## src/rtl/sht_pkg.sv

```systemverilog
// Shared types and SHT40 constants for the sensor receive path.
// Also holds the single-bit CRC-8 step so the read and write paths agree on it.
package sht_pkg;

  typedef enum logic [1:0] {
    IDLE   = 2'd0,
    ACCEPT = 2'd1,
    SHIFT  = 2'd2,
    REPORT = 2'd3
  } state_t;

  localparam logic [7:0] SHT_CRC_POLY   = 8'h31;
  localparam logic [7:0] SHT_CRC_INIT   = 8'hFF;
  localparam int         SHT_N_WORDS    = 2;
  localparam int         SHT_DATA_BYTES = 2;

  // One MSB-first shift of the CRC register, x^8 implicit.
  function automatic logic [7:0] crc8_step(input logic [7:0] crc, input logic [7:0] poly);
    return crc[7] ? ({crc[6:0], 1'b0} ^ poly) : {crc[6:0], 1'b0};
  endfunction

endpackage

```

## src/rtl/crc8_serial.sv

```systemverilog
// Bit-serial CRC-8 engine: load xors a byte in, then eight shift cycles follow.
// done is high during the eighth shift; init cancels any shift in progress.
module crc8_serial
  import sht_pkg::*;
#(
  parameter logic [7:0] POLY = SHT_CRC_POLY,
  parameter logic [7:0] INIT = SHT_CRC_INIT
) (
  input  logic       clk,
  input  logic       rst,
  input  logic       init,
  input  logic       load,
  input  logic [7:0] din,
  output logic [7:0] crc,
  output logic       done
);

  logic       busy;
  logic [2:0] bit_cnt;

  // NOTE: sequential state uses non-blocking assignments only, so every flop
  // samples the pre-edge value of every other flop regardless of block order.
  always_ff @(posedge clk) begin
    if (rst) begin
      crc     <= INIT;
      busy    <= 1'b0;
      bit_cnt <= 3'd0;
    end else if (init) begin
      crc     <= INIT;
      busy    <= 1'b0;
      bit_cnt <= 3'd0;
    end else if (load) begin
      crc     <= crc ^ din;
      busy    <= 1'b1;
      bit_cnt <= 3'd0;
    end else if (busy) begin
      crc     <= crc8_step(crc, POLY);
      bit_cnt <= bit_cnt + 3'd1;
      if (bit_cnt == 3'd7) busy <= 1'b0;
    end
  end

  assign done = busy && (bit_cnt == 3'd7);

endmodule

```

## config.mk

```make
export PLATFORM = sky130hd
export DESIGN_NAME = crc8_serial
export DESIGN_NICKNAME = d
export VERILOG_FILES = /design/src/rtl/sht_pkg.sv /design/src/rtl/crc8_serial.sv
export SDC_FILE = /design/constraint.sdc
export NUM_CORES = 1
export LEC_CHECK = 0
export CAP_MARGIN = 10
export CORE_AREA = 2 2 44 46
export CTS_BUF_LIST = sky130_fd_sc_hd__clkbuf_4
export DETAILED_ROUTE_END_ITERATION = 10
export DIE_AREA = 0 0 46 48
export PLACE_DENSITY = 0.68
export SLEW_MARGIN = 0
export SYNTH_ARGS = -nofsm -noshare
export SYNTH_HDL_FRONTEND = slang
export SYNTH_SLANG_ARGS = --single-unit
export TNS_END_PERCENT = 5
```

## constraint.sdc

```tcl
create_clock -name clk -period 1.7 [get_ports clk]
set_input_delay 0.34 -clock clk [delete_from_list [all_inputs] [get_ports clk]]
set_output_delay 0.34 -clock clk [all_outputs]
set_load 0.01 [all_outputs]
```

==> results.cfg <==
[worst_setup_path]
required_ns = 1.36
crit_family = buffers and inverters
ff2ff_path_depth = 4
worstSetupStartpointType = flop
crit_chain = clkdlybuf4s50_1
cp.arrival_ns = 1.31
endpoint_kind = primary output
crit_slowest_cell = clkdlybuf4s50_1
cp_max_fo = 6
slowest_delay_ns = 0.59
rr_startpoint = busy$_SDFF_PP0_
critical_path_depth = 1
crit_type = flop to primary output
path_buf_inv = 1
startpoint = crc[7]$_SDFFE_PP1P_

[grt]
grt_pass1_vias = 531
grt_max_degree = 17
antenna_found_initial = 0
grt_pass1_wl_mm = 2.26
grt.total_usage = 0.142
grt_overflow = 0

[clock_tree]
ctsHoldBuffers = 0
ctsLongestPathBuffers = 2
cts_root_buffer = clkbuf_4
clock_sink_count = 12
clk_latency_ns = 0.26
htreeDepth = 1
path_clk_slew_ns = 0.08
cts_tree = done
cts_buffers = 3
cts_setup_buffers = 0

[cells_and_area]
nets = 112
multi_input_area_sq_um = 364
area_growth_pct = 35.8
num_antenna_cells = 0
nFillCells = 166
drive_gt1_frac = 0.186
seqCellArea_sq_um = 241

[detailed_routing]
wl_mm = 1.31
vias = 584
final_antenna_net_count = 0
vias_per_cell = 5.12
dr.pass1.iters = 6
drc = 0
post_drt_wl_per_cell_um = 11.5
drt-initial-drc-count = 16

[place]
gp_congestion = 0.696
port_buffers = 20
hpwl_mm = 1.01

[hold_path]
min_path_cells = 2
min_from = bit_cnt[0]$_SDFFE_PP0P_
min_path_type = flop to flop

[sta]
setup_violations = 0
hold_viol = 0
fin_setup_tns_ns = 0
worst_hold_slack_ns = 0.530
tightest_slew_ns = 0.455
skew_ns = 0.00143
slew_headroom = 0.697
min_period_ns = 1.65
finalCritPeriodShare = 0.968
rsz0062_at_grt = no
maxSlewViolCount = 0
max_clock_freq_mhz = 608

[yosys]
avgSynthCellArea_sq_um = 8.90
synthDominantCellAreaShare = 0.370
ys_ff_latch = 12
syn_inst = 73
syn_nets = 87
synth_edf_count = 0
synth-main-ff-cell = dfxtp_1
async_reset_ff_frac = 0
ys_seq_area_frac = 0.370
yosys_warnings = 0
yosys.area.top_type = dfxtp_1
synth.area.top_cells = dfxtp_1, a21oi_2, nand2b_1
synth_common_cells = dfxtp_1, nand2b_1, o21ai_1, a21oi_2, nand3_1
yosysMostFrequentCell = dfxtp_1
syn_area_sq_um = 649
synth.distinct_cells = 19

[run_status]
outcome = complete, no violations

[floorplan]
io-pin-count = 21
initial_core_util = 0.384
die_w_um = 46
die_y_um = 48
core_sq_mm = 0.00169
rows = 15
dieArea_sq_mm = 0.00221

[pwr]
vdd_drop_max_v = 0.000354
p_per_area_mw_per_mm2 = 657
p_leak_nw = 0.324

[flow_run]
timing.max_cap.violations = 0
power by group:
part | total, W | switching [W] | internal (W) | leakage [nW]
sequential | 0.000299 | 0.00000971 | 0.000289 | 0.0984
combinational | 0.000106 | 0.0000461 | 0.0000596 | 0.210
clock | 0.000175 | 0.0000907 | 0.0000845 | 0.0154
per-stage QoR:
stage                     power, W  setup WS (ns)  instances  instance area (sq um)   util
after CTS                 0.000588         0.0438        114                    882  0.522
after detailed placement  0.000411         0.0101        110                    860  0.509
after global routing      0.000609        0.00175        114                    882  0.522
after floorplan           0.000363          0.493         73                    649      -
final                     0.000580         0.0542        114                    882  0.522
after global placement    0.000411         0.0401        110                    860  0.509
placed cells by master (no fill, tap or decap):
master and instances:
nor3_1 1, clkinv_1 1, dfxtp_2 1, a21oi_2 8, o21ai_0 7, o21ai_1 9, xor2_1 2, or2_1 1
dfxtp_1 11, a21oi_1 1, nor4_1 3, clkdlybuf4s50_1 19, nor2_1 1, clkbuf_4 3, ha_1 2, xnor2_1 1
buf_4 4, inv_1 1, mux2i_1 2, and2_2 1, buf_2 1, nand2b_1 9, nand3_1 8
final timing paths:
path	endpoint	slack, ns
worst max-delay path	crc[7]	0.05
worst max register to register	crc[0]$_SDFFE_PP1P_	0.46
worst min-delay path	bit_cnt[0]$_SDFFE_PP0P_	0.53
worst min register to register	bit_cnt[0]$_SDFFE_PP0P_	0.53
registers in the layout, indices dropped and copies added (netlist names):
| name | count |
|---|---|
| crc | 8 |
| bit_cnt | 3 |
| busy | 1 |
worst register-to-register path, delay by kind of cell (launching register included):
family / cells / cell delay (ns)
buf+inv: 1 / 0.16
simple gates: 1 / 0.40
flops: 1 / 0.32
compound gates: 2 / 0.25
logic make-up (layout without fill, tap and decap cells):
family | after synthesis | after routing | synth area share
compound gates | 25 | 25 | 0.239
buf+inv | 5 | 29 | 0.0694
flops | 12 | 12 | 0.370
mux | 2 | 2 | 0.0308
xor+xnor | 3 | 3 | 0.0405
simple gates | 24 | 24 | 0.212
fa+ha+maj | 2 | 2 | 0.0385
per-layer routing:
layer  GRT usage  vias to the layer above  part of all wire
met5           0                        -                 0
met4      0.0686                        0             0.014
met3      0.0226                        2             0.058
met2       0.197                       20              0.41
met1       0.211                      253              0.52
li1            -                      309                 -
repair_timing:
item,CTS,global route
endpoints found under the setup margin,1,0
gates resized for setup,5,0
endpoints found under the hold margin,0,0
cell type report:
cell class,instances,area share
clock buffers,3,0.0255
well taps,17,0.0241
inverters,1,0.00426
repair buffers,24,0.255
clock inverters,1,0.00426
multi-input cells,56,0.413
flip-flops and latches,12,0.274
Power figures use the tool's default switching activity.
